File: config.mk
export PLATFORM = sky130hd
export DESIGN_NAME = alu_ex_stage_flat
export DESIGN_NICKNAME = d
export VERILOG_FILES = /design/src/rtl/alu_pkg.sv /design/src/rtl/alu_ex_stage_if.sv /design/src/rtl/alu_decode.sv /design/src/rtl/alu_ex_stage.sv /design/src/flat_wrapper.sv
export SDC_FILE = /design/constraint.sdc
export NUM_CORES = 1
export LEC_CHECK = 0
export ABC_CLOCK_PERIOD_IN_PS = 4700
export BUFFER_PORTS_ARGS = -buffer_cell sky130_fd_sc_hd__buf_2
export CAP_MARGIN = 10
export CORE_MARGIN = 5
export CORE_UTILIZATION = 53
export DETAILED_ROUTE_END_ITERATION = 12
export PLACE_DENSITY = 0.86
export RECOVER_POWER = 50
export SYNTH_ARGS = -nofsm -noshare
export SYNTH_HDL_FRONTEND = slang
export SYNTH_SLANG_ARGS = --single-unit
File: constraint.sdc
create_clock -name clk -period 4.7 [get_ports clk]
set_input_delay 1.41 -clock clk [delete_from_list [all_inputs] [get_ports clk]]
set_output_delay 1.41 -clock clk [all_outputs]
set_load 0.005 [all_outputs]
File: src/rtl/alu_pkg.sv
// Shared ALU encodings: 4-bit ALU control codes, major opcodes and execute-kind tags.
// Used by the execute-stage decoder, the pipeline and the bench.
package alu_pkg;

   typedef enum logic [3:0] {
      ALU_AND  = 4'b0000,
      ALU_OR   = 4'b0001,
      ALU_ADD  = 4'b0010,
      ALU_SLL  = 4'b0011,
      ALU_SUB  = 4'b0100,
      ALU_SRL  = 4'b0101,
      ALU_MUL  = 4'b0110,
      ALU_XOR  = 4'b0111,
      ALU_SLTU = 4'b1000
   } alu_op_t;

   localparam logic [6:0] OP_R  = 7'b0110011;
   localparam logic [6:0] OP_I  = 7'b0010011;
   localparam logic [6:0] OP_BR = 7'b1100011;

   localparam logic [6:0] F7_ZERO = 7'b0000000;
   localparam logic [6:0] F7_ALT  = 7'b0100000;
   localparam logic [6:0] F7_MUL  = 7'b0000001;

   typedef enum logic [2:0] {
      EX_ALU,
      EX_BRANCH_EQ,
      EX_BRANCH_NE,
      EX_BRANCH_LTU,
      EX_ILLEGAL
   } ex_kind_t;

endpackage

File: src/rtl/alu_ex_stage_if.sv
// Instruction-in / ALU-port / result-out bundle of the execute stage.
// slave = the execute stage itself, master = upstream/ALU/consumer side.
interface alu_ex_stage_if #(
   parameter int XLEN = 32
);
   logic            in_valid;
   logic            in_ready;
   logic [6:0]      in_opcode;
   logic [2:0]      in_funct3;
   logic [6:0]      in_funct7;
   logic [XLEN-1:0] in_rs1;
   logic [XLEN-1:0] in_rs2;
   logic [XLEN-1:0] in_imm;
   logic [XLEN-1:0] in_pc;
   logic [4:0]      in_rd;

   logic [XLEN-1:0] alu_in1;
   logic [XLEN-1:0] alu_in2;
   logic [3:0]      alu_control;
   logic [XLEN-1:0] alu_result;
   logic            alu_zero;

   logic            out_valid;
   logic            out_ready;
   logic [XLEN-1:0] out_result;
   logic [4:0]      out_rd;
   logic            out_br_taken;
   logic [XLEN-1:0] out_br_target;
   logic            out_illegal;

   modport slave (
      input  in_valid, in_opcode, in_funct3, in_funct7, in_rs1, in_rs2, in_imm, in_pc, in_rd,
      output in_ready,
      output alu_in1, alu_in2, alu_control,
      input  alu_result, alu_zero,
      output out_valid, out_result, out_rd, out_br_taken, out_br_target, out_illegal,
      input  out_ready
   );

   modport master (
      output in_valid, in_opcode, in_funct3, in_funct7, in_rs1, in_rs2, in_imm, in_pc, in_rd,
      input  in_ready,
      input  alu_in1, alu_in2, alu_control,
      output alu_result, alu_zero,
      input  out_valid, out_result, out_rd, out_br_taken, out_br_target, out_illegal,
      output out_ready
   );
endinterface

File: src/rtl/alu_decode.sv
// Combinational opcode/funct decode to ALU code, operand select and execute kind.
// Define ALU_EX_MUL_EN to accept R-type MUL (f3=000, f7=0000001); otherwise it is illegal.
module alu_decode
   import alu_pkg::*;
(
   input  logic [6:0] i_opcode,
   input  logic [2:0] i_funct3,
   input  logic [6:0] i_funct7,
   output alu_op_t    o_alu_op,
   output logic       o_use_imm,
   output logic       o_is_shift,
   output ex_kind_t   o_kind
);

   alu_op_t  w_op;
   ex_kind_t w_kind;
   logic     w_legal;
   logic     w_use_imm;
   logic     w_shift;
   logic     w_f7_zero;

   assign w_f7_zero = (i_funct7 == F7_ZERO);

   always_comb begin
      w_op      = ALU_ADD;
      w_kind    = EX_ALU;
      w_legal   = 1'b0;
      w_use_imm = 1'b0;
      w_shift   = 1'b0;
      case (i_opcode)
         OP_R: begin
            case (i_funct3)
               3'b000: begin
                  if (w_f7_zero) begin
                     w_op = ALU_ADD;  w_legal = 1'b1;
                  end else if (i_funct7 == F7_ALT) begin
                     w_op = ALU_SUB;  w_legal = 1'b1;
                  end
`ifdef ALU_EX_MUL_EN
                  else if (i_funct7 == F7_MUL) begin
                     w_op = ALU_MUL;  w_legal = 1'b1;
                  end
`endif
               end
               3'b001: begin w_op = ALU_SLL;  w_shift = 1'b1; w_legal = w_f7_zero; end
               3'b011: begin w_op = ALU_SLTU; w_legal = w_f7_zero; end
               3'b100: begin w_op = ALU_XOR;  w_legal = w_f7_zero; end
               3'b101: begin w_op = ALU_SRL;  w_shift = 1'b1; w_legal = w_f7_zero; end
               3'b110: begin w_op = ALU_OR;   w_legal = w_f7_zero; end
               3'b111: begin w_op = ALU_AND;  w_legal = w_f7_zero; end
               default: w_legal = 1'b0;
            endcase
         end
         OP_I: begin
            w_use_imm = 1'b1;
            case (i_funct3)
               3'b000: begin w_op = ALU_ADD;  w_legal = 1'b1; end
               3'b001: begin w_op = ALU_SLL;  w_shift = 1'b1; w_legal = 1'b1; end
               3'b011: begin w_op = ALU_SLTU; w_legal = 1'b1; end
               3'b100: begin w_op = ALU_XOR;  w_legal = 1'b1; end
               3'b101: begin w_op = ALU_SRL;  w_shift = 1'b1; w_legal = w_f7_zero; end
               3'b110: begin w_op = ALU_OR;   w_legal = 1'b1; end
               3'b111: begin w_op = ALU_AND;  w_legal = 1'b1; end
               default: w_legal = 1'b0;
            endcase
         end
         OP_BR: begin
            // Branches reuse the ALU compare; taken is resolved from zero_flag later.
            case (i_funct3)
               3'b000: begin w_op = ALU_SUB;  w_kind = EX_BRANCH_EQ;  w_legal = 1'b1; end
               3'b001: begin w_op = ALU_SUB;  w_kind = EX_BRANCH_NE;  w_legal = 1'b1; end
               3'b110: begin w_op = ALU_SLTU; w_kind = EX_BRANCH_LTU; w_legal = 1'b1; end
               default: w_legal = 1'b0;
            endcase
         end
         default: w_legal = 1'b0;
      endcase
   end

   assign o_alu_op   = w_legal ? w_op      : ALU_ADD;
   assign o_kind     = w_legal ? w_kind    : EX_ILLEGAL;
   assign o_use_imm  = w_legal ? w_use_imm : 1'b0;
   assign o_is_shift = w_legal ? w_shift   : 1'b0;

endmodule

File: src/rtl/alu_ex_stage.sv
// Execute front end: stage 1 drives the external ALU, stage 2 registers result/branch; 2-cycle latency, full throughput.
// in_ready drops only when both stages hold data and out_ready is low. ALU_EX_MUL_EN enables MUL decode.
module alu_ex_stage
   import alu_pkg::*;
#(
   parameter int XLEN = 32
) (
   input  logic          clk,
   input  logic          rst,
   alu_ex_stage_if.slave ex_if
);

   alu_op_t         w_dec_op;
   logic            w_dec_use_imm;
   logic            w_dec_shift;
   ex_kind_t        w_dec_kind;
   logic [XLEN-1:0] w_op2;
   logic [XLEN-1:0] w_in2;
   logic            w_in_fire;
   logic            w_out_fire;
   logic            w_s2_load;

   logic            r_s1_vld;
   logic [XLEN-1:0] r_in1;
   logic [XLEN-1:0] r_in2;
   alu_op_t         r_ctrl;
   ex_kind_t        r_kind;
   logic [4:0]      r_rd;
   logic [XLEN-1:0] r_tgt;

   logic [XLEN-1:0] w_s2_res;
   logic [4:0]      w_s2_rd;
   logic            w_s2_taken;
   logic            w_s2_ill;

   logic            r_s2_vld;
   logic [XLEN-1:0] r_res;
   logic [4:0]      r_rd2;
   logic            r_taken;
   logic [XLEN-1:0] r_tgt2;
   logic            r_ill;

   alu_decode u_decode (
      .i_opcode   (ex_if.in_opcode),
      .i_funct3   (ex_if.in_funct3),
      .i_funct7   (ex_if.in_funct7),
      .o_alu_op   (w_dec_op),
      .o_use_imm  (w_dec_use_imm),
      .o_is_shift (w_dec_shift),
      .o_kind     (w_dec_kind)
   );

   assign w_op2 = w_dec_use_imm ? ex_if.in_imm : ex_if.in_rs2;
   assign w_in2 = w_dec_shift ? {{(XLEN-5){1'b0}}, w_op2[4:0]} : w_op2;

   assign ex_if.in_ready = !r_s1_vld || !r_s2_vld || ex_if.out_ready;
   assign w_in_fire      = ex_if.in_valid && ex_if.in_ready;
   assign w_out_fire     = r_s2_vld && ex_if.out_ready;
   assign w_s2_load      = r_s1_vld && (!r_s2_vld || ex_if.out_ready);

   always_ff @(posedge clk) begin
      if (rst) begin
         r_s1_vld <= 1'b0;
         r_in1    <= '0;
         r_in2    <= '0;
         r_ctrl   <= ALU_ADD;
         r_kind   <= EX_ALU;
         r_rd     <= '0;
         r_tgt    <= '0;
      end else if (w_in_fire) begin
         r_s1_vld <= 1'b1;
         r_in1    <= ex_if.in_rs1;
         r_in2    <= w_in2;
         r_ctrl   <= w_dec_op;
         r_kind   <= w_dec_kind;
         r_rd     <= ex_if.in_rd;
         r_tgt    <= ex_if.in_pc + ex_if.in_imm;
      end else if (w_s2_load) begin
         r_s1_vld <= 1'b0;
      end
   end

   assign ex_if.alu_in1     = r_in1;
   assign ex_if.alu_in2     = r_in2;
   assign ex_if.alu_control = r_ctrl;

   // Branches and illegal ops carry no writeback: result and rd forced to zero.
   always_comb begin
      w_s2_res   = ex_if.alu_result;
      w_s2_rd    = r_rd;
      w_s2_taken = 1'b0;
      w_s2_ill   = 1'b0;
      case (r_kind)
         EX_BRANCH_EQ: begin
            w_s2_res = '0; w_s2_rd = '0; w_s2_taken = ex_if.alu_zero;
         end
         EX_BRANCH_NE, EX_BRANCH_LTU: begin
            w_s2_res = '0; w_s2_rd = '0; w_s2_taken = !ex_if.alu_zero;
         end
         EX_ILLEGAL: begin
            w_s2_res = '0; w_s2_rd = '0; w_s2_ill = 1'b1;
         end
         default: ;
      endcase
   end

   always_ff @(posedge clk) begin
      if (rst) begin
         r_s2_vld <= 1'b0;
         r_res    <= '0;
         r_rd2    <= '0;
         r_taken  <= 1'b0;
         r_tgt2   <= '0;
         r_ill    <= 1'b0;
      end else if (w_s2_load) begin
         r_s2_vld <= 1'b1;
         r_res    <= w_s2_res;
         r_rd2    <= w_s2_rd;
         r_taken  <= w_s2_taken;
         r_tgt2   <= r_tgt;
         r_ill    <= w_s2_ill;
      end else if (w_out_fire) begin
         r_s2_vld <= 1'b0;
      end
   end

   assign ex_if.out_valid     = r_s2_vld;
   assign ex_if.out_result    = r_res;
   assign ex_if.out_rd        = r_rd2;
   assign ex_if.out_br_taken  = r_taken;
   assign ex_if.out_br_target = r_tgt2;
   assign ex_if.out_illegal   = r_ill;

endmodule

File: src/flat_wrapper.sv
// flat-port wrapper written by rule: the top's interface ports become plain ports
module alu_ex_stage_flat import alu_pkg::*;
#(
   parameter int XLEN = 32
)
  (clk, rst, ex_if_in_valid, ex_if_in_opcode, ex_if_in_funct3, ex_if_in_funct7, ex_if_in_rs1, ex_if_in_rs2, ex_if_in_imm, ex_if_in_pc, ex_if_in_rd, ex_if_in_ready, ex_if_alu_in1, ex_if_alu_in2, ex_if_alu_control, ex_if_alu_result, ex_if_alu_zero, ex_if_out_valid, ex_if_out_result, ex_if_out_rd, ex_if_out_br_taken, ex_if_out_br_target, ex_if_out_illegal, ex_if_out_ready);
  alu_ex_stage_if #(.XLEN(XLEN)) ex_if_i ();
  input  logic clk;
  input  logic rst;
  input wire logic [$bits(ex_if_i.in_valid)-1:0] ex_if_in_valid;
  input wire logic [$bits(ex_if_i.in_opcode)-1:0] ex_if_in_opcode;
  input wire logic [$bits(ex_if_i.in_funct3)-1:0] ex_if_in_funct3;
  input wire logic [$bits(ex_if_i.in_funct7)-1:0] ex_if_in_funct7;
  input wire logic [$bits(ex_if_i.in_rs1)-1:0] ex_if_in_rs1;
  input wire logic [$bits(ex_if_i.in_rs2)-1:0] ex_if_in_rs2;
  input wire logic [$bits(ex_if_i.in_imm)-1:0] ex_if_in_imm;
  input wire logic [$bits(ex_if_i.in_pc)-1:0] ex_if_in_pc;
  input wire logic [$bits(ex_if_i.in_rd)-1:0] ex_if_in_rd;
  output wire logic [$bits(ex_if_i.in_ready)-1:0] ex_if_in_ready;
  output wire logic [$bits(ex_if_i.alu_in1)-1:0] ex_if_alu_in1;
  output wire logic [$bits(ex_if_i.alu_in2)-1:0] ex_if_alu_in2;
  output wire logic [$bits(ex_if_i.alu_control)-1:0] ex_if_alu_control;
  input wire logic [$bits(ex_if_i.alu_result)-1:0] ex_if_alu_result;
  input wire logic [$bits(ex_if_i.alu_zero)-1:0] ex_if_alu_zero;
  output wire logic [$bits(ex_if_i.out_valid)-1:0] ex_if_out_valid;
  output wire logic [$bits(ex_if_i.out_result)-1:0] ex_if_out_result;
  output wire logic [$bits(ex_if_i.out_rd)-1:0] ex_if_out_rd;
  output wire logic [$bits(ex_if_i.out_br_taken)-1:0] ex_if_out_br_taken;
  output wire logic [$bits(ex_if_i.out_br_target)-1:0] ex_if_out_br_target;
  output wire logic [$bits(ex_if_i.out_illegal)-1:0] ex_if_out_illegal;
  input wire logic [$bits(ex_if_i.out_ready)-1:0] ex_if_out_ready;
  assign ex_if_i.in_valid = ex_if_in_valid;
  assign ex_if_i.in_opcode = ex_if_in_opcode;
  assign ex_if_i.in_funct3 = ex_if_in_funct3;
  assign ex_if_i.in_funct7 = ex_if_in_funct7;
  assign ex_if_i.in_rs1 = ex_if_in_rs1;
  assign ex_if_i.in_rs2 = ex_if_in_rs2;
  assign ex_if_i.in_imm = ex_if_in_imm;
  assign ex_if_i.in_pc = ex_if_in_pc;
  assign ex_if_i.in_rd = ex_if_in_rd;
  assign ex_if_in_ready = ex_if_i.in_ready;
  assign ex_if_alu_in1 = ex_if_i.alu_in1;
  assign ex_if_alu_in2 = ex_if_i.alu_in2;
  assign ex_if_alu_control = ex_if_i.alu_control;
  assign ex_if_i.alu_result = ex_if_alu_result;
  assign ex_if_i.alu_zero = ex_if_alu_zero;
  assign ex_if_out_valid = ex_if_i.out_valid;
  assign ex_if_out_result = ex_if_i.out_result;
  assign ex_if_out_rd = ex_if_i.out_rd;
  assign ex_if_out_br_taken = ex_if_i.out_br_taken;
  assign ex_if_out_br_target = ex_if_i.out_br_target;
  assign ex_if_out_illegal = ex_if_i.out_illegal;
  assign ex_if_i.out_ready = ex_if_out_ready;
  alu_ex_stage #(.XLEN(XLEN)) u_core (.clk(clk), .rst(rst), .ex_if(ex_if_i));
endmodule
# --- After elaboration in Yosys (flattened, before gate mapping) ---
# Cells that the tools add are included.
# Widths: inputs -> output; s select.
word_totals:
  register_bits: 181
  latch_bits: 0
  ram_bits: 0
  mem_bits_ro: 0
  inputBits: 187
  out_inout_bits: 141
  wordCells: 80
  mem_count: 0
op_classes:
  n_addsub: 1
  multipliers: 0
  n_div: 0
  magnitude_cmp: 0
  n_eq_ne: 14
  shift: 0
  muxes: 31
  bitwise_logic: 0
  n_reduce_logical: 21
ops:
  columns: ["cell", "count"]
  rows:
  - ["$mux 32", 3]
  - ["$add 32x32->32", 1]
  - ["$pmux 4 s7", 1]
  - ["$pmux 4 s6", 1]
  - ["$eq 3x3->1 const B", 5]
  - ["$eq 7x6->1 const B", 2]
  - ["$mux 1", 13]
  - ["$pmux 4 s3", 1]
  - ["$reduce_or 6->1", 2]
  - ["$eq 3x2->1 const B", 3]
  - ["$mux 3", 3]
  - ["$pmux 4 s2", 1]
  - ["$reduce_or 2->1", 4]
  - ["$eq 7x5->1 const B", 1]
  - ["$eq 7x7->1 const B", 1]
  - ["$logic_not 7->1", 1]
  - ["$eq 3x1->1 const B", 2]
  - ["$pmux 1 s2", 3]
  - ["$pmux 2 s3", 1]
  - ["$mux 5", 1]
  - ["$mux 4", 1]
  - ["$reduce_bool 2->1", 2]
  - ["$reduce_or 4->1", 1]
  - ["$logic_and 1x1->1", 3]
  - ["6 further kinds", 10]

# --- Depth between registers and ports, before layout ---
# Gate-level depths: netlist of run 1.
depth:
  ltp_word: 8
  depth_mapped: 12

# --- Cells and area by module ---
# From an unflattened synthesis of run 1, not the netlist that was laid out.
hier_totals:
  cells_unflattened: 1078
  hier_area_um2: 8629.5
modules_own_cells:
  columns: ["module", "instances", "cells_each", "area_per_inst_um2", "seq_area_each_um2"]
  rows:
  - ["alu_ex_stage", 1, 1024, 8230.4, 3623.5]
  - ["alu_decode", 1, 54, 399.1, 0.0]

# --- Least setup slack after synthesis of run 1 ---
# OpenSTA, ideal clock, no wires.
synth_timing:
  path_type: "input port to flip-flop"
  start: "input port ex_if_in_pc[15]"
  end: "register u_core.r_tgt[31]"
  arrival_ns: 3.538
  required_ns: 4.640
  setup_slack_ns: 1.101
  cell_stages: 10
  path_cell_list: "ha_1 a21oi_2 nand2_1 or3_1 o221a_2 o21ai_2 o41ai_2 a21o_1 a2111oi_2 a311o_1"
synth_between:
  elab_chain_len: 1
synth_rtl:
  columns: ["element", "line_no", "text"]
  rows:
  - ["from (decl)", "flat_wrapper.sv:17", "input wire logic [$bits(ex_if_i.in_pc)-1:0] ex_if_in_pc;"]
  - ["$add 32x32->32", "alu_ex_stage.sv:77", "r_tgt <= ex_if.in_pc + ex_if.in_imm;"]
  - ["to (signal assigned)", "alu_ex_stage.sv:77", null]
  - ["to (decl)", "alu_ex_stage.sv:29", "logic [XLEN-1:0] r_tgt;"]
# No other way between the ends.
# A chain may end at the register's enable or synchronous reset.

# --- Worst setup path in the final report of run 1 ---
layout_timing:
  start: "input port ex_if_in_imm[0]"
  end: "register u_core.r_tgt[26]"
layout_between:
  elab_chain_len: 1
layout_rtl:
  columns: ["element", "line_no", "text"]
  rows:
  - ["from (decl)", "flat_wrapper.sv:16", "input wire logic [$bits(ex_if_i.in_imm)-1:0] ex_if_in_imm;"]
  - ["$add 32x32->32", "alu_ex_stage.sv:77", null]
# No other way between the ends.

==> flow_summary.toml, run 1 <==
[synthesis]
ys.flop_type = "dfxtp_1"
ys_seq_area_share_pct = 44.2
ys_top_cells_by_count = "nand2_1, dfxtp_1, a21oi_1"
synth-seq-cells = 181
syn_nets = 1222
netlist_area_mm2 = 0.00820
synth_top_area_cell = "dfxtp_1"
syn-instance-count = 1003
ys_types = 66
synth_top_area_share_pct = 44.2
yosys-top-cells-area = "dfxtp_1, nand2_1, a21oi_1"
synth_edf_count = 0
post-synth-top-count-cell = "nand2_1"
synth_area_per_cell_um2 = 8.18
yosysWarnings = 0
synthArstFlopShare_pct = 0

[sta]
fin_skew_ns = 0.00955
period_share_pct = 80.4
hold_viol_final = 0
finalSetupTns_ns = 0
worst_pin_slew_ns = 2.74
finalCriticalPeriod_ns = 3.78
setup_violations = 0
rsz0062_at_grt = "no"
drv_slew = 132
maxSlewHeadroom_pct = -83.1
setup_ws_ns = 0.923
max_freq_mhz = 265

[global_routing]
grt_max_degree = 98
grt_pass1_vias = 8003
grt_util_met3_pct = 7.16
use_met2_pct = 45.2
grt.total_usage_pct = 26.0
antenna_found_initial = 1
grt-ovfl-total = 0
met1_usage_pct = 31.1
top_usage_layer = "met2"
grt_pass1_wl_mm = 38.6

[setup_path]
path_class = "primary input to flop"
worst_ep_arrival_time_ns = 4.10
end_kind = "flop"
cpPeakStageDelay_ns = 0.40
crit_slowest_cell = "a211oi_1"
startpoint_type = "primary input"
crit_top_cell = "o2111ai_1"
critPathMaxFanout = 3
required_ns = 5.03
cp_cell_sequence = "buf_2, ha_1, inv_1, fa_1, nor2b_1, o2111ai_1, a21oi_1, o2111ai_1, a211oi_1, o21ai_0, mux2_2, o22ai_1"

[clock_network]
clk_pin_slew_ns = 0.07
clockRootBuffer = "clkbuf_16"
htree_levels = 4
cts_tree = "done"
numCtsBuffers = 17
clk_latency_ns = 0.43
cts_hold_buf = 0
cts_setup_buffers = 0
cts_max_path_buffers = 2
clock_sink_count = 181
postCtsResizedCells = 0

[cells_and_area]
areaGrowthSynthToFinish_pct = 25.6
drive_above_1_share_pct = 22.0
fin_nets = 1510
diodes = 0

[routing]
drt-wirelength-per-cell_um = 16.5
vias = 8227
first_pass_iters = 5
drc = 0
drtAntennaViolNets = 0
wl_mm = 24.6
vias_per_cell = 5.51
drtIter0Drc = 522

[power]
vdd_drop_max_mv = 0.245
p_leak_uw = 0.00463
power_density_mw_per_mm2 = 350

[min_path]
min-delay-path-class = "flop to flop"

[floorplan]
core_mm2 = 0.0152
dieArea_mm2 = 0.0181
placementRows = 45
die_w_um = 134
start_util_pct = 54.0
die_y_um = 134
io_pins = 328

[place]
place_ws_ns = 0.507
gp_congestion = 0.900
io_buffer_count = 327
dp_hpwl_mm = 18.0

[outcome]
violations = "capacitance limit, slew limit"
status = "finished with violations"

[job]
drv_cap = 2
[layout by cell type (no fill, tap or decap), types with 4 or more instances in the layout]
| cell type | count |
|---|---|
| nand3_1 | 10 |
| mux2i_1 | 33 |
| dfxtp_1 | 181 |
| a22oi_1 | 40 |
| ha_1 | 31 |
| buf_4 | 8 |
| a21o_1 | 21 |
| buf_2 | 222 |
| clkbuf_1 | 102 |
| inv_8 | 5 |
| nor3_1 | 12 |
| a211oi_1 | 11 |
| inv_1 | 8 |
| a31oi_1 | 4 |
| a21oi_1 | 126 |
| clkinv_4 | 4 |
| o22ai_1 | 4 |
| nand2_1 | 229 |
| xnor2_1 | 14 |
| xor2_1 | 10 |
| nand4_1 | 7 |
| clkbuf_16 | 17 |
| o21ai_0 | 43 |
| nor2b_1 | 9 |
| nor2_1 | 78 |
[critical path, delay by kind of cell]
kind | cells | cell delay [ns]
compound gates | 6 | 1.43
fa+ha+maj | 2 | 0.60
buf+inv | 2 | 0.16
mux | 1 | 0.29
simple gates | 1 | 0.22
[flip-flops by register name, indices dropped and copies added (netlist names)]
| signal | count |
|---|---|
| u_core.r_kind | 3 |
| u_core.r_tgt | 32 |
| u_core.r_rd | 5 |
| u_core.ex_if.out_result | 32 |
| u_core.ex_if.out_br_taken | 1 |
| u_core.ex_if.alu_control | 4 |
| u_core.r_s1_vld | 1 |
| u_core.ex_if.alu_in1 | 32 |
| u_core.ex_if.out_br_target | 32 |
| u_core.ex_if.alu_in2 | 32 |
| u_core.ex_if.out_illegal | 1 |
| u_core.ex_if.out_valid | 1 |
| u_core.ex_if.out_rd | 5 |
[worst paths after layout]
| kind | from | end | slack (ns) | cells after the start |
|---|---|---|---|---|
| max reg2reg | u_core.ex_if.out_valid | u_core.ex_if.out_illegal | 1.59 | 4 |
| min | u_core.ex_if.alu_in2[30] | u_core.ex_if.alu_in2[30] | 0.45 | 2 |
| max | ex_if_in_imm[0] | u_core.r_tgt[26] | 0.92 | 12 |
| min reg2reg | u_core.ex_if.alu_in2[30] | u_core.ex_if.alu_in2[30] | 0.45 | 2 |
[per-layer routing]
| layer | share of wire (%) | routed length (um) | vias to the layer above |
|---|---|---|---|
| met5 | 0.053 | 13 | - |
| met4 | 2.4 | 579 | 2 |
| met3 | 7.6 | 1880 | 43 |
| met2 | 49 | 12000 | 322 |
| met1 | 41 | 10100 | 3788 |
| li1 | - | - | 4072 |
[metrics by stage]
step	cell area, um2	utilization [%]	power [uW]	std cells	hold slack, ns
finish	10300	67.8	3610	1492	0.451
detailed placement	9890	65.0	2290	1460	0.439
global placement	9890	65.0	2270	1460	0.428
global route	10300	67.8	3780	1492	0.475
CTS	10400	68.7	3630	1492	0.453
floorplan	8200	-	2060	1003	0.425
[logic make-up after synthesis]
logic type / after synthesis / synth area share, %
DFF: 181 / 44.2
xor gates and xnor gates: 24 / 2.56
and+or+nand+nor: 373 / 18.9
adders and majority gates: 32 / 4.97
buffers and inverters: 75 / 3.77
AOI/OAI and AO/OA: 284 / 21.5
muxes: 34 / 4.16
[report_power, final]
| group | switching, uW | internal (uW) | total (uW) |
|---|---|---|---|
| combinational | 335 | 250 | 585 |
| clock | 653 | 702 | 1350 |
| sequential | 44.7 | 1620 | 1670 |
| total | 1030 | 2570 | 3610 |
[layout make-up]
| type | instances | area [um2] |
|---|---|---|
| clock buffers | 17 | 425 |
| clock inverters | 15 | 138 |
| fillers | 1318 | 4900 |
| inverters | 8 | 30.0 |
| multi-input cells | 747 | 4280 |
| flip-flops and latches | 181 | 3620 |
| well taps | 188 | 235 |
| repair buffers | 336 | 1570 |
Power figures use the tool's default switching activity.
==> inputs of run 2 (changes only) <==
--- a/config.mk
+++ b/config.mk
@@ -5,13 +5,13 @@
 export SDC_FILE = /design/constraint.sdc
 export NUM_CORES = 1
 export LEC_CHECK = 0
-export ABC_CLOCK_PERIOD_IN_PS = 4700
+export ABC_CLOCK_PERIOD_IN_PS = 3050
 export BUFFER_PORTS_ARGS = -buffer_cell sky130_fd_sc_hd__buf_2
 export CAP_MARGIN = 10
 export CORE_MARGIN = 5
-export CORE_UTILIZATION = 53
+export CORE_UTILIZATION = 44
 export DETAILED_ROUTE_END_ITERATION = 12
-export PLACE_DENSITY = 0.86
+export PLACE_DENSITY = 0.77
 export RECOVER_POWER = 50
 export SYNTH_ARGS = -nofsm -noshare
 export SYNTH_HDL_FRONTEND = slang
==> constraint.sdc (replaced) <==
create_clock -name clk -period 3.05 [get_ports clk]
set_input_delay 0.915 -clock clk [delete_from_list [all_inputs] [get_ports clk]]
set_output_delay 0.915 -clock clk [all_outputs]
set_load 0.005 [all_outputs]
==> run 2 against run 1 <==
Compared with the run above:
- utilization decreased by 8.5 points
- the run now ends clean
- sequential power increased by 54%
- final cell count increased by 7.7%
==> flow_summary.toml, run 2 (synthesis results as in run 1) <==
[setup_path]
critPathMaxFanout = 3
cpPeakStageDelay_ns = 0.37
rr_startpoint = "u_core.ex_if.out_valid"
crit_slowest_cell = "a2111oi_2"
cp_cell_sequence = "buf_2, ha_2, buf_4, a211oi_2, o21bai_1, o21a_1, o221a_2, o21ai_2, o41ai_2, a21o_1, a2111oi_2, a311o_1"
required_ns = 3.42
crit_start = "ex_if_in_imm[0]"
end_kind = "flop"
path_class = "primary input to flop"
worst_ep_arrival_time_ns = 3.30
startpoint_type = "primary input"

[power]
vdd_drop_max_mv = 0.380
power_density_mw_per_mm2 = 517
p_leak_uw = 0.00498

[floorplan]
die_y_um = 147
die_w_um = 147
core_mm2 = 0.0185
dieArea_mm2 = 0.0215
placementRows = 50
io_pins = 328
start_util_pct = 44.3

[global_routing]
grt-ovfl-total = 0
grt_pass1_wl_mm = 40.9
grt_pass1_vias = 8309
grt.total_usage_pct = 23.1
antenna_found_initial = 0
grt_max_degree = 74

[cells_and_area]
post-route-util_pct = 59.3
fill_cells = 1729
diodes = 0
drive_above_1_share_pct = 26.9
multi_input_area_mm2 = 0.00436
mostFrequentLayoutCell = "nand2_1"
areaGrowthSynthToFinish_pct = 33.8
fin_nets = 1579
fin_cells = 1607
regArea_mm2 = 0.00362
fin_area_mm2 = 0.0110
mostFrequentLayoutCells = "nand2_1, buf_2, dfxtp_1"

[sta]
holdWs_ns = 0.448
period_share_pct = 95.9
maxSlewHeadroom_pct = 3.98
rsz0062_at_grt = "no"
drv_slew = 0
hold_viol_final = 0
fin_skew_ns = 0.0102
max_freq_mhz = 342
worst_pin_slew_ns = 1.44
finalCriticalPeriod_ns = 2.93
setup_violations = 0

[place]
gp_congestion = 0.895
io_buffer_count = 327
dp_cells = 1575
dp_hpwl_mm = 18.9
placed_area_mm2 = 0.0105

[clock_network]
cts_tree = "done"
cts_max_path_buffers = 2
htree_levels = 4
cts_setup_buffers = 0
numCtsBuffers = 17
clk_pin_slew_ns = 0.07
cts_hold_buf = 0
clockRootBuffer = "clkbuf_16"
clock_sink_count = 181
clk_latency_ns = 0.42

[routing]
wl_mm = 25.5
vias_per_cell = 5.25
drtAntennaViolNets = 0
drc = 0
drt-wirelength-per-cell_um = 15.9
first_pass_iters = 5
drtIter0Drc = 426
vias = 8442

[min_path]
hold_start = "u_core.r_tgt[3]"
min-delay-path-class = "flop to flop"

[job]
drv_cap = 0

[outcome]
status = "complete, no violations"
==> run 2: cell types whose count changed in the layout (fill, tap and decap cells not counted), sizes merged <==
cell and delta:
clkbuf +3, buf +67, clkinvlp +1, clkinv -2
==> run 2: critical path: cells and delay by family <==
| family | cells | cell delay, ns |
|---|---|---|
| compound gates | 9 | 1.93 |
| fa+ha+maj | 1 | 0.18 |
| buf+inv | 2 | 0.26 |
==> run 2: worst paths after layout <==
path | endpoint | slack [ns] | depth (start not counted)
worst max-delay path | u_core.r_tgt[31] | 0.12 | 12
worst min-delay path | u_core.ex_if.out_br_target[3] | 0.45 | 2
worst max register to register | u_core.ex_if.out_br_taken | 0.79 | 7
worst min register to register | u_core.ex_if.out_br_target[3] | 0.45 | 2
==> run 2: power by group <==
group | leakage [uW] | internal, uW | total (uW) | switching, uW
Sequential | 0.00148 | 2500 | 2570 | 69.0
Combinational | 0.00323 | 469 | 1010 | 544
Clock | 0.000269 | 1080 | 2100 | 1020
==> run 2: repair_timing <==
item                                    4_1_cts  5_1_grt
endpoints found under the setup margin        3       11
gates resized for setup                       1       13
pin swaps                                     0        3
==> run 2: layer usage <==
| metal | vias up | track usage (%) | routed length (um) |
|---|---|---|---|
| li1 | 4203 | - | - |
| met2 | 312 | 39.6 | 12700 |
| met1 | 3885 | 28.6 | 10600 |
| met3 | 42 | 4.59 | 1590 |
| met5 | - | 0 | 0 |
| met4 | 0 | 8.75 | 620 |
==> run 2: metrics by stage <==
stage / setup TNS, ns / worst slack [ns] / total power [uW]
after global routing: 0 / 0.0133 / 5980
final: 0 / 0.124 / 5680
after global placement: -11.84 / -0.431 / 3600
after floorplan: -0.0320 / -0.0320 / 3170
after detailed placement: -13.53 / -0.480 / 3630
after CTS: 0 / 0.0124 / 5730
==> run 2: cell type report <==
| cell class | instances | share of cell area, % |
|---|---|---|
| Clock buffer | 18 | 3.91 |
| Clock inverter | 14 | 1.24 |
| Inverter | 8 | 0.274 |
| Multi-Input combinational cell | 747 | 39.7 |
| Sequential cell | 181 | 33.0 |
| Tap cell | 234 | 2.67 |
| Timing Repair Buffer | 405 | 19.2 |
